File: src/rtl/ysyx_23060203_pkg.sv
// rtl/ysyx_23060203_pkg.sv - shared types and load helpers for the writeback stage
//
// Contents:
//   LB/LH/LW/LBU/LHU  load funct3 encodings
//   wb_pkt_t          one retiring instruction as handed over by the LSU
//   load_misaligned() access-size alignment check for a load
package ysyx_23060203_pkg;

    localparam logic [2:0] LB  = 3'd0;
    localparam logic [2:0] LH  = 3'd1;
    localparam logic [2:0] LW  = 3'd2;
    localparam logic [2:0] LBU = 3'd4;
    localparam logic [2:0] LHU = 3'd5;

    typedef struct packed {
        logic [31:0] pc;
        logic [31:0] dnpc;
        logic [4:0]  rd;
        logic        rd_wen;
        logic        is_load;
        logic [2:0]  funct3;
        logic [1:0]  addr_lo;
        logic [31:0] alu;
        logic [31:0] rdata;
        logic        ebreak;
    } wb_pkt_t;

    // Byte loads never fault; halfword loads need an even address; every
    // other encoding (LW and the unused ones) behaves as a word access.
    function automatic logic load_misaligned(input logic [2:0] funct3,
                                             input logic [1:0] addr_lo);
        case (funct3)
            LB, LBU: return 1'b0;
            LH, LHU: return addr_lo[0];
            default: return addr_lo != 2'b00;
        endcase
    endfunction

endpackage

File: src/rtl/ysyx_23060203_wbu_if.sv
// rtl/ysyx_23060203_wbu_if.sv - handshake and bus bundle around the writeback stage
//
// Groups:
//   in_*      LSU -> WBU retiring packet (valid/ready)
//   gpr_*     WBU -> register file write port
//   commit_*  WBU -> IFU/difftest retirement (valid/ready)
//   sb_*      IDU <-> scoreboard set/query
//   retire_cnt retired-instruction count
// Modports: slave = the WBU itself, master = its surroundings.
interface ysyx_23060203_wbu_if;

    logic        in_valid;
    logic        in_ready;
    logic [31:0] in_pc;
    logic [31:0] in_dnpc;
    logic [4:0]  in_rd;
    logic        in_rd_wen;
    logic        in_is_load;
    logic [2:0]  in_funct3;
    logic [1:0]  in_addr_lo;
    logic [31:0] in_alu;
    logic [31:0] in_rdata;
    logic        in_ebreak;

    logic        gpr_wen;
    logic [4:0]  gpr_waddr;
    logic [31:0] gpr_wdata;

    logic        commit_valid;
    logic        commit_ready;
    logic [31:0] commit_pc;
    logic [31:0] commit_dnpc;
    logic        commit_ebreak;
    logic        commit_err;

    logic        sb_set;
    logic [4:0]  sb_rd;
    logic [4:0]  sb_rs1;
    logic [4:0]  sb_rs2;
    logic        sb_busy1;
    logic        sb_busy2;
    logic        sb_full;

    logic [31:0] retire_cnt;

    modport slave (
        input  in_valid, in_pc, in_dnpc, in_rd, in_rd_wen, in_is_load,
               in_funct3, in_addr_lo, in_alu, in_rdata, in_ebreak,
        output in_ready,
        output gpr_wen, gpr_waddr, gpr_wdata,
        output commit_valid, commit_pc, commit_dnpc, commit_ebreak, commit_err,
        input  commit_ready,
        input  sb_set, sb_rd, sb_rs1, sb_rs2,
        output sb_busy1, sb_busy2, sb_full,
        output retire_cnt
    );

    modport master (
        output in_valid, in_pc, in_dnpc, in_rd, in_rd_wen, in_is_load,
               in_funct3, in_addr_lo, in_alu, in_rdata, in_ebreak,
        input  in_ready,
        input  gpr_wen, gpr_waddr, gpr_wdata,
        input  commit_valid, commit_pc, commit_dnpc, commit_ebreak, commit_err,
        output commit_ready,
        output sb_set, sb_rd, sb_rs1, sb_rs2,
        input  sb_busy1, sb_busy2, sb_full,
        input  retire_cnt
    );

endinterface

File: src/rtl/ysyx_23060203_scoreboard.sv
// rtl/ysyx_23060203_scoreboard.sv - per-register in-flight write counters for RAW hazard detection
//
// Ports:
//   clock, reset        clock, asynchronous active-high reset
//   set, set_rd         IDU issued an instruction that will write set_rd
//   clr, clr_rd         an instruction writing clr_rd retired
//   rs1, rs2            source registers being queried
//   busy1, busy2        source has at least one write in flight
//   full                set_rd counter is saturated; the set is dropped
module ysyx_23060203_scoreboard #(
    parameter int NR_REG = 16,
    parameter int CNT_W  = 2
) (
    input  logic       clock,
    input  logic       reset,
    input  logic       set,
    input  logic [4:0] set_rd,
    input  logic       clr,
    input  logic [4:0] clr_rd,
    input  logic [4:0] rs1,
    input  logic [4:0] rs2,
    output logic       busy1,
    output logic       busy2,
    output logic       full
);

    localparam int IDX_W = (NR_REG > 1) ? $clog2(NR_REG) : 1;
    localparam logic [CNT_W-1:0] CNT_MAX = '1;
    localparam logic [CNT_W-1:0] CNT_ONE = CNT_W'(1);

    logic [CNT_W-1:0] cnt [NR_REG];

    // x0 and indices beyond the implemented register file are never tracked.
    function automatic logic tracked(input logic [4:0] r);
        return (r != 5'd0) && (int'(r) < NR_REG);
    endfunction

    logic [IDX_W-1:0] set_idx, clr_idx, rs1_idx, rs2_idx;
    logic             set_hit, set_en, clr_en;
    logic [NR_REG-1:0] inc_vec, dec_vec;

    assign set_idx = set_rd[IDX_W-1:0];
    assign clr_idx = clr_rd[IDX_W-1:0];
    assign rs1_idx = rs1[IDX_W-1:0];
    assign rs2_idx = rs2[IDX_W-1:0];

    assign set_hit = set && tracked(set_rd);
    assign full    = set_hit && (cnt[set_idx] == CNT_MAX);
    assign set_en  = set_hit && (cnt[set_idx] != CNT_MAX);
    // A retirement against an idle counter would underflow; drop it.
    assign clr_en  = clr && tracked(clr_rd) && (cnt[clr_idx] != '0);

    // Queries see the current counts only; a retirement in this very cycle
    // still reports busy, which merely costs the IDU one extra stall cycle.
    assign busy1 = tracked(rs1) && (cnt[rs1_idx] != '0);
    assign busy2 = tracked(rs2) && (cnt[rs2_idx] != '0);

    always_comb begin
        inc_vec = '0;
        dec_vec = '0;
        if (set_en) inc_vec[set_idx] = 1'b1;
        if (clr_en) dec_vec[clr_idx] = 1'b1;
    end

    always_ff @(posedge clock or posedge reset) begin
        if (reset) begin
            for (int i = 0; i < NR_REG; i++) cnt[i] <= '0;
        end else begin
            for (int i = 0; i < NR_REG; i++) begin
                // Set and clear of one register in the same cycle cancel out.
                case ({inc_vec[i], dec_vec[i]})
                    2'b10:   cnt[i] <= cnt[i] + CNT_ONE;
                    2'b01:   cnt[i] <= cnt[i] - CNT_ONE;
                    default: cnt[i] <= cnt[i];
                endcase
            end
        end
    end

endmodule

File: src/rtl/ysyx_23060203_wbu.sv
// rtl/ysyx_23060203_wbu.sv - RV32E writeback stage: holds one retiring instruction, writes the GPR, retires
//
// Ports:
//   clock  clock
//   reset  asynchronous active-high reset; a held instruction is dropped
//   wb     slave side of ysyx_23060203_wbu_if:
//          in_*      packet from the LSU (accepted when in_valid & in_ready)
//          gpr_*     register-file write, asserted only in the retire cycle
//          commit_*  retirement handshake towards IFU/difftest
//          sb_*      scoreboard set and RAW queries from the IDU
//          retire_cnt number of retired instructions, wraps at 2^32
module ysyx_23060203_wbu
    import ysyx_23060203_pkg::*;
#(
    parameter int NR_REG = 16,
    parameter int CNT_W  = 2
) (
    input  logic               clock,
    input  logic               reset,
    ysyx_23060203_wbu_if.slave wb
);

    wb_pkt_t     in_pkt;
    wb_pkt_t     pkt_q;
    logic        valid_q;
    logic [31:0] retire_q;
    logic        commit_fire;
    logic        accept;
    logic        err;

    // Shift the addressed byte/halfword down to bit 0, then extend by type.
    function automatic logic [31:0] load_align(input logic [2:0]  funct3,
                                               input logic [1:0]  addr_lo,
                                               input logic [31:0] rdata);
        logic [31:0] sh;
        sh = rdata >> {addr_lo, 3'b000};
        case (funct3)
            LB:      return {{24{sh[7]}}, sh[7:0]};
            LH:      return {{16{sh[15]}}, sh[15:0]};
            LBU:     return {24'h0, sh[7:0]};
            LHU:     return {16'h0, sh[15:0]};
            default: return sh;
        endcase
    endfunction

    always_comb begin
        in_pkt         = '0;
        in_pkt.pc      = wb.in_pc;
        in_pkt.dnpc    = wb.in_dnpc;
        in_pkt.rd      = wb.in_rd;
        in_pkt.rd_wen  = wb.in_rd_wen;
        in_pkt.is_load = wb.in_is_load;
        in_pkt.funct3  = wb.in_funct3;
        in_pkt.addr_lo = wb.in_addr_lo;
        in_pkt.alu     = wb.in_alu;
        in_pkt.rdata   = wb.in_rdata;
        in_pkt.ebreak  = wb.in_ebreak;
    end

    assign commit_fire = valid_q && wb.commit_ready;
    // Retiring frees the slot in the same cycle, so a new packet can follow
    // back to back while commit_ready stays high.
    assign wb.in_ready = !valid_q || commit_fire;
    assign accept      = wb.in_valid && wb.in_ready;

    assign err = valid_q && pkt_q.is_load && load_misaligned(pkt_q.funct3, pkt_q.addr_lo);

    always_ff @(posedge clock or posedge reset) begin
        if (reset) begin
            valid_q  <= 1'b0;
            pkt_q    <= '0;
            retire_q <= '0;
        end else begin
            if (accept) begin
                valid_q <= 1'b1;
                pkt_q   <= in_pkt;
            end else if (commit_fire) begin
                valid_q <= 1'b0;
            end
            if (commit_fire) retire_q <= retire_q + 32'd1;
        end
    end

    assign wb.commit_valid  = valid_q;
    assign wb.commit_pc     = pkt_q.pc;
    assign wb.commit_dnpc   = pkt_q.dnpc;
    assign wb.commit_ebreak = pkt_q.ebreak;
    assign wb.commit_err    = err;
    assign wb.retire_cnt    = retire_q;

    // A misaligned load still retires, but must not corrupt the register.
    assign wb.gpr_wen   = commit_fire && pkt_q.rd_wen && (pkt_q.rd != 5'd0) && !err;
    assign wb.gpr_waddr = pkt_q.rd;
    assign wb.gpr_wdata = pkt_q.is_load ? load_align(pkt_q.funct3, pkt_q.addr_lo, pkt_q.rdata)
                                        : pkt_q.alu;

    // The scoreboard is released on every retirement that was going to write
    // rd, including a faulting load, because the IDU counted it at issue.
    ysyx_23060203_scoreboard #(
        .NR_REG (NR_REG),
        .CNT_W  (CNT_W)
    ) u_scoreboard (
        .clock  (clock),
        .reset  (reset),
        .set    (wb.sb_set),
        .set_rd (wb.sb_rd),
        .clr    (commit_fire && pkt_q.rd_wen),
        .clr_rd (pkt_q.rd),
        .rs1    (wb.sb_rs1),
        .rs2    (wb.sb_rs2),
        .busy1  (wb.sb_busy1),
        .busy2  (wb.sb_busy2),
        .full   (wb.sb_full)
    );

endmodule

File: src/flat_wrapper.sv
// flat-port wrapper written by rule: the top's interface ports become plain ports
module ysyx_23060203_wbu_flat import ysyx_23060203_pkg::*;
#(
    parameter int NR_REG = 16,
    parameter int CNT_W  = 2
)
  (clock, reset, wb_in_valid, wb_in_pc, wb_in_dnpc, wb_in_rd, wb_in_rd_wen, wb_in_is_load, wb_in_funct3, wb_in_addr_lo, wb_in_alu, wb_in_rdata, wb_in_ebreak, wb_in_ready, wb_gpr_wen, wb_gpr_waddr, wb_gpr_wdata, wb_commit_valid, wb_commit_pc, wb_commit_dnpc, wb_commit_ebreak, wb_commit_err, wb_commit_ready, wb_sb_set, wb_sb_rd, wb_sb_rs1, wb_sb_rs2, wb_sb_busy1, wb_sb_busy2, wb_sb_full, wb_retire_cnt);
  ysyx_23060203_wbu_if wb_i ();
  input  logic clock;
  input  logic reset;
  input wire logic [$bits(wb_i.in_valid)-1:0] wb_in_valid;
  input wire logic [$bits(wb_i.in_pc)-1:0] wb_in_pc;
  input wire logic [$bits(wb_i.in_dnpc)-1:0] wb_in_dnpc;
  input wire logic [$bits(wb_i.in_rd)-1:0] wb_in_rd;
  input wire logic [$bits(wb_i.in_rd_wen)-1:0] wb_in_rd_wen;
  input wire logic [$bits(wb_i.in_is_load)-1:0] wb_in_is_load;
  input wire logic [$bits(wb_i.in_funct3)-1:0] wb_in_funct3;
  input wire logic [$bits(wb_i.in_addr_lo)-1:0] wb_in_addr_lo;
  input wire logic [$bits(wb_i.in_alu)-1:0] wb_in_alu;
  input wire logic [$bits(wb_i.in_rdata)-1:0] wb_in_rdata;
  input wire logic [$bits(wb_i.in_ebreak)-1:0] wb_in_ebreak;
  output wire logic [$bits(wb_i.in_ready)-1:0] wb_in_ready;
  output wire logic [$bits(wb_i.gpr_wen)-1:0] wb_gpr_wen;
  output wire logic [$bits(wb_i.gpr_waddr)-1:0] wb_gpr_waddr;
  output wire logic [$bits(wb_i.gpr_wdata)-1:0] wb_gpr_wdata;
  output wire logic [$bits(wb_i.commit_valid)-1:0] wb_commit_valid;
  output wire logic [$bits(wb_i.commit_pc)-1:0] wb_commit_pc;
  output wire logic [$bits(wb_i.commit_dnpc)-1:0] wb_commit_dnpc;
  output wire logic [$bits(wb_i.commit_ebreak)-1:0] wb_commit_ebreak;
  output wire logic [$bits(wb_i.commit_err)-1:0] wb_commit_err;
  input wire logic [$bits(wb_i.commit_ready)-1:0] wb_commit_ready;
  input wire logic [$bits(wb_i.sb_set)-1:0] wb_sb_set;
  input wire logic [$bits(wb_i.sb_rd)-1:0] wb_sb_rd;
  input wire logic [$bits(wb_i.sb_rs1)-1:0] wb_sb_rs1;
  input wire logic [$bits(wb_i.sb_rs2)-1:0] wb_sb_rs2;
  output wire logic [$bits(wb_i.sb_busy1)-1:0] wb_sb_busy1;
  output wire logic [$bits(wb_i.sb_busy2)-1:0] wb_sb_busy2;
  output wire logic [$bits(wb_i.sb_full)-1:0] wb_sb_full;
  output wire logic [$bits(wb_i.retire_cnt)-1:0] wb_retire_cnt;
  assign wb_i.in_valid = wb_in_valid;
  assign wb_i.in_pc = wb_in_pc;
  assign wb_i.in_dnpc = wb_in_dnpc;
  assign wb_i.in_rd = wb_in_rd;
  assign wb_i.in_rd_wen = wb_in_rd_wen;
  assign wb_i.in_is_load = wb_in_is_load;
  assign wb_i.in_funct3 = wb_in_funct3;
  assign wb_i.in_addr_lo = wb_in_addr_lo;
  assign wb_i.in_alu = wb_in_alu;
  assign wb_i.in_rdata = wb_in_rdata;
  assign wb_i.in_ebreak = wb_in_ebreak;
  assign wb_in_ready = wb_i.in_ready;
  assign wb_gpr_wen = wb_i.gpr_wen;
  assign wb_gpr_waddr = wb_i.gpr_waddr;
  assign wb_gpr_wdata = wb_i.gpr_wdata;
  assign wb_commit_valid = wb_i.commit_valid;
  assign wb_commit_pc = wb_i.commit_pc;
  assign wb_commit_dnpc = wb_i.commit_dnpc;
  assign wb_commit_ebreak = wb_i.commit_ebreak;
  assign wb_commit_err = wb_i.commit_err;
  assign wb_i.commit_ready = wb_commit_ready;
  assign wb_i.sb_set = wb_sb_set;
  assign wb_i.sb_rd = wb_sb_rd;
  assign wb_i.sb_rs1 = wb_sb_rs1;
  assign wb_i.sb_rs2 = wb_sb_rs2;
  assign wb_sb_busy1 = wb_i.sb_busy1;
  assign wb_sb_busy2 = wb_i.sb_busy2;
  assign wb_sb_full = wb_i.sb_full;
  assign wb_retire_cnt = wb_i.retire_cnt;
  ysyx_23060203_wbu #(.NR_REG(NR_REG), .CNT_W(CNT_W)) u_core (.clock(clock), .reset(reset), .wb(wb_i));
endmodule
File: config.mk
export PLATFORM = sky130hd
export DESIGN_NAME = ysyx_23060203_wbu_flat
export DESIGN_NICKNAME = d
export VERILOG_FILES = /design/src/rtl/ysyx_23060203_pkg.sv /design/src/rtl/ysyx_23060203_wbu_if.sv /design/src/rtl/ysyx_23060203_scoreboard.sv /design/src/rtl/ysyx_23060203_wbu.sv /design/src/flat_wrapper.sv
export SDC_FILE = /design/constraint.sdc
export NUM_CORES = 1
export LEC_CHECK = 0
export ABC_AREA = 1
export ABC_CLOCK_PERIOD_IN_PS = 8800
export BUFFER_PORTS_ARGS = -buffer_cell sky130_fd_sc_hd__clkbuf_2
export CAP_MARGIN = 0
export CELL_PAD_IN_SITES_DETAIL_PLACEMENT = 1
export CELL_PAD_IN_SITES_GLOBAL_PLACEMENT = 1
export CORE_ASPECT_RATIO = 0.6
export CORE_MARGIN = 4
export CORE_UTILIZATION = 36
export DETAILED_ROUTE_END_ITERATION = 8
export MAX_ROUTING_LAYER = met4
export PLACE_DENSITY_LB_ADDON = 0.1
export RECOVER_POWER = 25
export SLEW_MARGIN = 20
export SYNTH_ARGS = -nofsm -noshare
export SYNTH_HDL_FRONTEND = slang
export SYNTH_SLANG_ARGS = --single-unit
File: constraint.sdc
create_clock -name clock -period 8.8 [get_ports clock]
set_input_delay 0.44 -clock clock [delete_from_list [all_inputs] [get_ports clock]]
set_output_delay 0.44 -clock clock [all_outputs]
set_load 0.01 [all_outputs]
==> results of run 1 <==
==> synth_stat cells, drive strengths merged <==
library cell,count
nor2,132
nand2,304
nand4,10
xor2,33
o21a,1
o211ai,14
xnor2,25
nand3b,3
nor4,4
a211oi,1
or2,1
clkinv,3
a21oi,78
a22oi,1
a31oi,2
ha,17
conb,2
clkbuf,13
mux2,93
o31ai,8
nor3,15
dfrtp,206
buf,106
o21ai,90
inv,142
nand3,64
==> cell families after synthesis <==
group           count (synthesis)  synth area share, %
other cells                     2               0.0653
fa+ha+maj                      17                 1.85
flops                         206                 44.9
compound gates                195                 9.10
xor+xnor                       58                 4.42
simple gates                  533                 19.1
buf+inv                       264                 11.5
mux                            93                 9.11
==> metrics by stage <==
step,power [mW],cells
2_1_floorplan,1.88,1368
3_3_place_gp,2.16,1970
3_5_place_dp,2.18,1970
4_1_cts,3.18,2010
5_1_grt,3.35,2012
6_report,3.14,2012
==> per-layer routing <==
metal	routed length (um)	share of wire [%]	track usage, %
met4	495	1.3	3.13
met1	18900	50	32.8
met5	0	0	-
met2	15600	42	30.4
met3	2380	6.4	4.85
==> area by class of cell <==
class | count | area, um2
fillers | 3859 | 17800
clock inverters | 7 | 93.8
well taps | 416 | 520
clock buffers | 33 | 653
repair buffers | 305 | 1540
diodes | 2 | 5.00
inverters | 145 | 546
multi-input cells | 898 | 5020
flip-flops and latches | 206 | 5150
==> worst reg2reg max path, cell delays in order, from the launching register on <==
cell	delay, ps
dfrtp_1	660
inv_1	390
nand2_1	170
inv_1	120
a211oi_2	220
nand2_2	240
nor2_1	280
ha_1	310
a21oi_1	120
o21ai_0	130
xor2_1	170
==> power by group through the flow <==
stage / registers [mW] / logic [mW] / clock network (mW)
final: 1.30 / 0.866 / 0.978
after detailed placement: 1.31 / 0.870 / 0
after floorplan: 1.25 / 0.625 / 0
after global placement: 1.30 / 0.856 / 0
after CTS: 1.30 / 0.874 / 1.01
after global routing: 1.33 / 0.970 / 1.06
==> registers in the layout, indices dropped and copies added (netlist names) <==
register and flops:
u_core.wb.retire_cnt 32, u_core.wb.commit_pc 32, u_core.wb.commit_ebreak 1, u_core.wb.commit_valid 1
u_core.u_scoreboard.cnt 32, u_core.wb.commit_dnpc 32, u_core.wb.gpr_waddr 5, u_core.pkt_q 71
==> worst max-delay path by stage <==
stage | startpoint | to | slack (ps) | cells after the start
final | reset | u_core.u_scoreboard.cnt[21]$_DFFE_PP0P_ | 3880 | 3
after global routing | reset | u_core.u_scoreboard.cnt[21]$_DFFE_PP0P_ | 2800 | 3
after CTS | u_core.pkt_q[65]$_DFFE_PP0P_ | wb_gpr_wdata[16] | 5130 | 9
after detailed placement | u_core.pkt_q[65]$_DFFE_PP0P_ | wb_gpr_wdata[16] | 5680 | 9
after global placement | u_core.pkt_q[65]$_DFFE_PP0P_ | wb_gpr_wdata[16] | 5730 | 9
after floorplan | reset | u_core.pkt_q[10]$_DFFE_PP0P_ | 2740 | 1
==> metrics.cfg, run 1 <==
[clocking]
h-tree-depth=1
cts_setup_buffers=0
clkSinkCount=206
cts_buffers=23
cts_tree=built
cts-root-buf=clkbuf_16
clockBufferDepth=3
clk_latency_ps=510
hold_buffers=0
cts.clk_slew.worst_paths_ps=60
cts_resized=0

[final_layout]
final_core_util_pct=43.2
final_common_cell=clkbuf_2
area_growth_pct=17.7
layout_common_cells=301 x clkbuf_2, 298 x nand2_1, 206 x dfrtp_1
drive_gt1_share_pct=28.1
final_area_um2=13500
fin_nets=1757

[die]
die_h_um=146
coreArea_um2=31300
start_util_pct=36.7
ioPinCount=302
die_x_um=239
dieArea_um2=34900
num_rows=50

[sta]
relSlewSlack_pct=-333
fin_tns_setup_ps=0
hold_viol=0
skew_ps=8.66
fin_crit_sh_pct=55.9
whs_ps=155
timing.fmax_mhz=203
layout_setup_ws_ps=3880
period_needed_ps=4920
finalSetupViolations=0
rsz0062_at_grt=no
drv_slew=140
tightest_slew_ps=6490

[global_routing]
grt_pass1_wl_mm=59.1
antenna_found_initial=2
grtUsageTotal_pct=21.7
grt_pass1_vias=10200
grt_max_degree=140
gr-total-overflow=0

[power_and_ir_drop]
p_comb_share_pct=27.6
p_leak_nw=6.89
seqPwrFrac_pct=41.3
intPower_mw=2.03
swShare_pct=35.5
clkPwrFrac_pct=31.1
p_sw_mw=1.12
ir_drop_mv=0.146
power_density_nw_per_um2=232

[setup_path]
crit_chain=clkbuf_2 -> clkinvlp_2 -> buf_4
r2r_setup_slack_ps=5850
crit_type=input pin to async pin
start_kind=input pin
crit_path_end_kind=async pin
cp_slowest_cell=clkinvlp_2
reg2reg_depth=10
worstPathArrival_ps=5440
r2r-end=u_core.u_scoreboard.cnt[17]$_DFFE_PP0P_
slowest_delay_ps=3540
critical_path.top_delay_family=buffers and inverters
cp_num_buf_inv=3
cp_data_required_time_ps=9320
worstPathMaxFanout=139
r2r_start=u_core.wb.gpr_waddr[1]$_DFFE_PP0P_

[yosys]
synth_cell_types=36
syn-instance-count=1368
ys_seq_area_share_pct=44.9
synth_area_um2=11500
synth_top_area_share_pct=44.9
syn_nets=1546
synth_seq_cells=206
synthTopCellsByArea=dfrtp_1 45%, nand2_1 9.7%, mux2_2 9.1%
ys_warn_count=0
avgSynthCellArea_um2=8.40
yosys.area.top_type=dfrtp_1

[placed_design]
hpwl_mm=28.5
place_congestion=0.843
port_buffers=301
dpl_cell_area_um2=12800
place_ws_ps=5680

[hold_path]
min_from=wb_in_dnpc[20]
whs_endpoint=u_core.wb.commit_dnpc[20]$_DFFE_PP0P_
hold_depth=2
holdCritPathClass=input pin to flip-flop

[detailed_routing]
routed_wirelength_mm=37.4
first_pass_iters=5
drcViolationCount=0
post_drt_wl_per_cell_um=18.6
ant_nets=0
drt_iter0_drc=564
routed_via_density=4.92
vias=9902

[outcome]
violations=capacitance limit, slew limit
status=finished with violations

[run]
maxCapViolCount=1

Note: power is estimated with default switching activity, not from simulation.
==> inputs of run 2 (changes only) <==
--- a/config.mk
+++ b/config.mk
@@ -6,7 +6,7 @@
 export NUM_CORES = 1
 export LEC_CHECK = 0
 export ABC_AREA = 1
-export ABC_CLOCK_PERIOD_IN_PS = 8800
+export ABC_CLOCK_PERIOD_IN_PS = 5100
 export BUFFER_PORTS_ARGS = -buffer_cell sky130_fd_sc_hd__clkbuf_2
 export CAP_MARGIN = 0
 export CELL_PAD_IN_SITES_DETAIL_PLACEMENT = 1
==> constraint.sdc (replaced) <==
create_clock -name clock -period 5.1 [get_ports clock]
set_input_delay 0.255 -clock clock [delete_from_list [all_inputs] [get_ports clock]]
set_output_delay 0.255 -clock clock [all_outputs]
set_load 0.01 [all_outputs]
==> metrics.cfg, run 2 (synthesis gave the netlist of run 1 again) <==
[global_routing]
grt_pass1_wl_mm=63.3  ; +7.1%
grtUsageTotal_pct=23.2  ; +1.5 points
antenna_found_initial=1  ; -1
gr-total-overflow=0  ; unchanged
grt_pass1_vias=11200  ; +10%
grt_max_degree=122  ; -13%

[setup_path]
crit_chain=inv_2 -> nand2_1 -> nand3_1 -> o21a_1 -> nand3_2 -> nand2_2 -> o21ai_0 -> inv_1 -> clkbuf_2
start_kind=flip-flop
critical_path.top_delay_family=flip-flops
crit_path_end_kind=primary output
cp_slowest_cell=dfrtp_1
crit_type=flip-flop to primary output
cp_data_required_time_ps=4850  ; -4470 ps
slowest_delay_ps=970  ; -2570 ps
worstPathMaxFanout=34  ; -76%
worstPathArrival_ps=3140  ; -2300 ps
cp_num_buf_inv=3  ; unchanged

[sta]
fin_tns_setup_ps=0  ; unchanged
hold_viol=0  ; unchanged
period_needed_ps=3400
tightest_slew_ps=1250  ; -5240 ps
finalSetupViolations=0  ; unchanged
timing.fmax_mhz=294
fin_crit_sh_pct=66.6
skew_ps=6.69  ; -1.98 ps
drv_slew=0  ; -100%
rsz0062_at_grt=no
relSlewSlack_pct=16.1  ; +350 points

[die]
num_rows=50  ; unchanged
start_util_pct=36.7  ; unchanged
ioPinCount=302  ; unchanged
coreArea_um2=31300  ; unchanged
die_x_um=239  ; unchanged
dieArea_um2=34900  ; unchanged
die_h_um=146  ; unchanged

[clocking]
cts-root-buf=clkbuf_16
clkSinkCount=206  ; unchanged
cts_setup_buffers=0  ; unchanged
cts_tree=built
clockBufferDepth=3  ; unchanged
clk_latency_ps=520  ; about the same
h-tree-depth=1  ; unchanged
cts_resized=0  ; unchanged
cts.clk_slew.worst_paths_ps=60  ; about the same
cts_buffers=23  ; unchanged

[placed_design]
place_congestion=0.872  ; +3.4%
port_buffers=301  ; unchanged
hpwl_mm=28.9  ; +1.6%

[detailed_routing]
routed_wirelength_mm=40.1  ; +7.1%
routed_via_density=4.88  ; -0.91%
drcViolationCount=0  ; unchanged
vias=10500  ; +6.0%
drt_iter0_drc=605  ; +7.3%
first_pass_iters=5  ; unchanged
post_drt_wl_per_cell_um=18.6  ; +0.15%
ant_nets=0  ; unchanged

[power_and_ir_drop]
power_density_nw_per_um2=371  ; +60%
p_leak_nw=7.17  ; +4.1%
ir_drop_mv=0.277  ; +89%

[final_layout]
layout_common_cells=299 x nand2_1, 206 x dfrtp_1, 200 x clkbuf_2
area_growth_pct=28.7
final_common_cell=nand2_1
top_register=u_core.pkt_q
largest_reg_flops=71  ; unchanged
final_core_util_pct=47.2  ; +4.0 points
n_fill_cell=3799  ; -1.6%
fin_nets=1897  ; +8.0%
drive_gt1_share_pct=19.9  ; -8.2 points

[outcome]
status=completed

[hold_path]
holdCritPathClass=input pin to flip-flop

[run]
maxCapViolCount=0  ; -1

[run 2: cell types whose count changed in the layout (fill, tap and decap cells not counted), sizes merged]
| cell | change |
|---|---|
| buf | +2 |
| bufinv | -1 |
| clkbuf | +3 |
| clkinv | -1 |
| clkinvlp | -1 |
| diode | -1 |
| dlygate4sd3 | +138 |
| inv | +1 |
[run 2: layout make-up]
cell class | count | area, um2 | share of cell area (%)
antenna | 1 | 2.50 | 0.0169
timing repair buffer | 445 | 2820 | 19.1
clock buffer | 36 | 684 | 4.63
tap | 416 | 520 | 3.52
inverter | 145 | 546 | 3.69
multi-input combinational | 898 | 5010 | 33.8
clock inverter | 5 | 56.3 | 0.381
sequential | 206 | 5150 | 34.9
[run 2: final timing paths]
check / slack (ps) / cells past startpoint / endpoint / startpoint
max: 1700 / 9 / wb_gpr_wdata[31] / u_core.pkt_q[65]$_DFFE_PP0P_
max reg2reg: 2270 / 16 / u_core.u_scoreboard.cnt[11]$_DFFE_PP0P_ / u_core.wb.gpr_waddr[0]$_DFFE_PP0P_
min in group asynchronous: 530 / 3 / u_core.wb.commit_dnpc[21]$_DFFE_PP0P_ / reset
min reg2reg: 500 / 2 / u_core.wb.retire_cnt[31]$_DFFE_PP0N_ / u_core.wb.retire_cnt[31]$_DFFE_PP0N_
max in group asynchronous: 3240 / 4 / u_core.wb.commit_pc[23]$_DFFE_PP0P_ / reset
min: 20 / 3 / u_core.wb.gpr_waddr[1]$_DFFE_PP0P_ / wb_in_rd[1]
[run 2: per-stage QoR]
| stage | instance area, um2 | power (mW) | hold WS (ps) | std cells | setup WS, ps |
|---|---|---|---|---|---|
| global placement | 12800 | 3.74 | 356 | 1972 | 2270 |
| CTS | 14900 | 5.55 | 1.80 | 2151 | 1690 |
| floorplan | 11500 | 3.24 | 405 | 1368 | 2170 |
| global route | 14800 | 5.84 | 13.3 | 2152 | 1430 |
| detailed placement | 12800 | 3.77 | 357 | 1972 | 2270 |
| finish | 14800 | 5.48 | 21.0 | 2152 | 1700 |
[run 2: metal layers]
layer	global-route usage (%)	up-vias	wire, um
li1	-	5043	-
met1	32.5	5157	19100
met2	35.5	250	18100
met3	5.10	45	2320
met4	3.80	0	565
met5	-	-	0
[run 2: timing repair]
item | in CTS | in global routing
hold endpoints to repair | 162 | 0
setup endpoints to repair | 0 | 0
hold buffers | 138 | 0
[run 2: where the power goes]
group	switching [mW]	total, mW	leakage [nW]	internal [mW]
logic	0.966	1.58	4.41	0.612
registers	0.308	2.25	2.40	1.94
clock network	0.690	1.66	0.361	0.971
[run 2: worst register-to-register path, stage by stage (launching register included)]
cell and delay (ps):
dfrtp_1 320, buf_4 290, inv_2 230, nand2_1 120
nand2_1 80, nand2_1 70, nand2_1 60, nand2_1 50
nand2_1 60, nor2_1 180, nand2_1 90, nand2_2 320
nor2_1 80, ha_1 340, a21oi_1 140, o21ai_0 120
xor2_1 160
==> inputs of run 3 (changes only) <==
--- a/config.mk
+++ b/config.mk
@@ -5,8 +5,8 @@
 export SDC_FILE = /design/constraint.sdc
 export NUM_CORES = 1
 export LEC_CHECK = 0
-export ABC_AREA = 1
-export ABC_CLOCK_PERIOD_IN_PS = 5100
+export ABC_AREA = 0
+export ABC_CLOCK_PERIOD_IN_PS = 3100
 export BUFFER_PORTS_ARGS = -buffer_cell sky130_fd_sc_hd__clkbuf_2
 export CAP_MARGIN = 0
 export CELL_PAD_IN_SITES_DETAIL_PLACEMENT = 1
==> constraint.sdc (replaced) <==
create_clock -name clock -period 3.1 [get_ports clock]
set_input_delay 0.155 -clock clock [delete_from_list [all_inputs] [get_ports clock]]
set_output_delay 0.155 -clock clock [all_outputs]
set_load 0.01 [all_outputs]
==> metrics.cfg, run 3 <==
[outcome]
status=finished with violations
violations=capacitance limit, slew limit

[power_and_ir_drop]
swShare_pct=32.5  ; -3.3 points
p_leak_nw=6.55  ; -8.7%
ir_drop_mv=0.347  ; +25%
clkPwrFrac_pct=32.1  ; +1.8 points
power_density_nw_per_um2=658  ; +78%
intPower_mw=6.33  ; +80%
p_sw_mw=3.05  ; +55%
p_comb_share_pct=27.4  ; -1.4 points
seqPwrFrac_pct=40.4  ; -0.5 points

[die]
num_rows=48  ; -4.0%
ioPinCount=302  ; unchanged
die_x_um=229  ; -4.0%
coreArea_um2=28800  ; -8.0%
die_h_um=141  ; -3.9%
start_util_pct=36.6  ; about the same
dieArea_um2=32200  ; -7.8%

[sta]
fin_crit_sh_pct=94.9
layout_setup_ws_ps=157  ; -1540 ps
period_needed_ps=2940
rsz0062_at_grt=no
tightest_slew_ps=1690  ; +441 ps
drv_slew=139  ; +139
hold_viol=0  ; unchanged
finalSetupViolations=0  ; unchanged
skew_ps=12.3  ; +5.58 ps
fin_tns_setup_ps=0  ; unchanged
timing.fmax_mhz=340
relSlewSlack_pct=-12.9  ; -29 points

[yosys]
yosys.area.top_type=dfrtp_1
synth_top_area_share_pct=48.8  ; +4.0 points
synth-main-ff-cell=dfrtp_1
synth_seq_cells=206  ; unchanged
synth_edf_count=0  ; unchanged
avgSynthCellArea_um2=12.3  ; +46%
synth_commonest_cells=206 x dfrtp_1, 152 x mux2_2, 70 x buf_4
syn_nets=1039  ; -33%
async_flop_share_pct=100  ; unchanged
synth_area_um2=10600  ; -8.1%
synthTopCellsByArea=dfrtp_1 49%, mux2_2 16%, buf_4 5.0%
ys_warn_count=0  ; unchanged
synth_cell_types=48  ; +33%
yosysMostFrequentCell=dfrtp_1
ys_seq_area_share_pct=48.8  ; +4.0 points
syn-instance-count=861  ; -37%

[detailed_routing]
ant_nets=0  ; unchanged
drcViolationCount=0  ; unchanged
post_drt_wl_per_cell_um=20.7  ; +11%
routed_wirelength_mm=33.8  ; -16%
routed_via_density=4.98  ; +2.0%
first_pass_iters=4  ; -1
drt_iter0_drc=342  ; -43%
vias=8121  ; -23%

[clocking]
clockBufferDepth=3  ; unchanged
clk_latency_ps=520  ; about the same
hold_buffers=144  ; +4.3%
cts.clk_slew.worst_paths_ps=60  ; about the same
cts-root-buf=clkbuf_16
clkSinkCount=206  ; unchanged
cts_tree=built
cts_setup_buffers=0  ; unchanged
cts_buffers=24  ; +4.3%
h-tree-depth=1  ; unchanged
cts_resized=0  ; unchanged

[setup_path]
crit_path_end_kind=primary output
reg2reg_depth=7  ; -9
crit_type=flip-flop to primary output
worstPathArrival_ps=2790  ; -350 ps
worstPathMaxFanout=16  ; -53%
cp_data_required_time_ps=2940  ; -1910 ps
start_kind=flip-flop

[global_routing]
grt_pass1_wl_mm=53.9  ; -15%
antenna_found_initial=1  ; unchanged
grt_pass1_vias=8860  ; -21%
grtUsageTotal_pct=21.7  ; -1.6 points
gr-total-overflow=0  ; unchanged
grt_max_degree=86  ; -30%

[hold_path]
hold_depth=5  ; +2
holdCritPathClass=input pin to flip-flop

[placed_design]
hpwl_mm=23.8  ; -18%
port_buffers=301  ; unchanged
place_ws_ps=674  ; -1600 ps
place_congestion=0.837  ; -4.0%

[final_layout]
area_growth_pct=34.9
top_register=u_core.pkt_q
largest_reg_flops=71  ; unchanged
drive_gt1_share_pct=42.8  ; +23 points
fin_nets=1418  ; -25%
final_core_util_pct=49.4  ; +2.2 points
layout_common_cells=303 x clkbuf_2, 206 x dfrtp_1, 152 x mux2_2
final_common_cell=clkbuf_2

[run]
maxCapViolCount=2  ; +2

==> run 3: changes by cell type after synthesis, moves of 15 or more <==
cell     change
nand3_1     -44
mux4_2      +15
xnor2_1     +33
a21oi_1     -67
o21ai_0     -78
nor2_1      -78
mux2_2      +59
nand2_1    -266
mux2i_1     +22
inv_1      -135
==> run 3: layer usage <==
layer	up-vias	wire length, um	track usage (%)
li1	3742	-	-
met1	4090	16000	30.4
met2	253	15000	32.7
met3	36	2380	5.86
met4	0	458	2.78
met5	-	0	-
==> run 3: worst paths after layout <==
| check | start | to | slack (ps) |
|---|---|---|---|
| max in group asynchronous | reset | u_core.u_scoreboard.cnt[3]$_DFFE_PP0P_ | 690 |
| worst max register to register | u_core.wb.commit_valid$_DFFE_PP0P_ | u_core.u_scoreboard.cnt[29]$_DFFE_PP0P_ | 710 |
| min in group asynchronous | reset | u_core.pkt_q[52]$_DFFE_PP0P_ | 300 |
| worst min-delay path | wb_sb_rd[3] | u_core.u_scoreboard.cnt[24]$_DFFE_PP0P_ | 210 |
| worst min register to register | u_core.wb.retire_cnt[7]$_DFFE_PP0N_ | u_core.wb.retire_cnt[7]$_DFFE_PP0N_ | 490 |
| worst max-delay path | u_core.pkt_q[66]$_DFFE_PP0P_ | wb_gpr_wdata[29] | 160 |
==> run 3: layout make-up <==
| cell class | count | area, um2 |
|---|---|---|
| diodes | 1 | 2.50 |
| clock buffers | 32 | 691 |
| clock inverters | 10 | 143 |
| fillers | 3118 | 14600 |
| inverters | 4 | 16.3 |
| multi-input cells | 546 | 4710 |
| flip-flops and latches | 206 | 5150 |
| well taps | 375 | 469 |
| repair buffers | 458 | 3060 |
==> run 3: cell families (layout without fill, tap and decap cells) <==
kind of cell | after synthesis | in the layout | share of synthesized area, %
other cells | 2 | 3 | 0.0711
fa+ha+maj | 17 | 17 | 2.01
compound gates | 72 | 72 | 5.21
buf+inv | 109 | 504 | 6.71
flops | 206 | 206 | 48.8
simple gates | 187 | 187 | 9.14
xor+xnor | 79 | 79 | 6.55
mux | 189 | 189 | 21.5
==> run 3: per-stage QoR <==
stage | hold slack [ps] | area [um2] | power (mW) | cells
floorplan | 263 | 10600 | 5.38 | 861
global placement | 209 | 12000 | 6.20 | 1445
detailed placement | 212 | 12000 | 6.24 | 1445
CTS | 177 | 14300 | 9.47 | 1631
global route | 214 | 14200 | 9.93 | 1632
finish | 208 | 14200 | 9.38 | 1632
==> run 3: power groups by stage <==
stage | Sequential (mW) | Clock [mW] | Combinational [mW]
floorplan | 3.63 | 0 | 1.75
global placement | 3.81 | 0 | 2.40
detailed placement | 3.82 | 0 | 2.42
CTS | 3.78 | 3.11 | 2.58
global route | 3.87 | 3.24 | 2.82
finish | 3.79 | 3.01 | 2.57
==> run 3: worst max-delay path: stages (launching register included) <==
cell and delay, ps:
dfrtp_1 380, buf_4 180, nand2b_4 150, a311o_1 380
o31ai_4 740, o22a_2 300, clkbuf_2 140
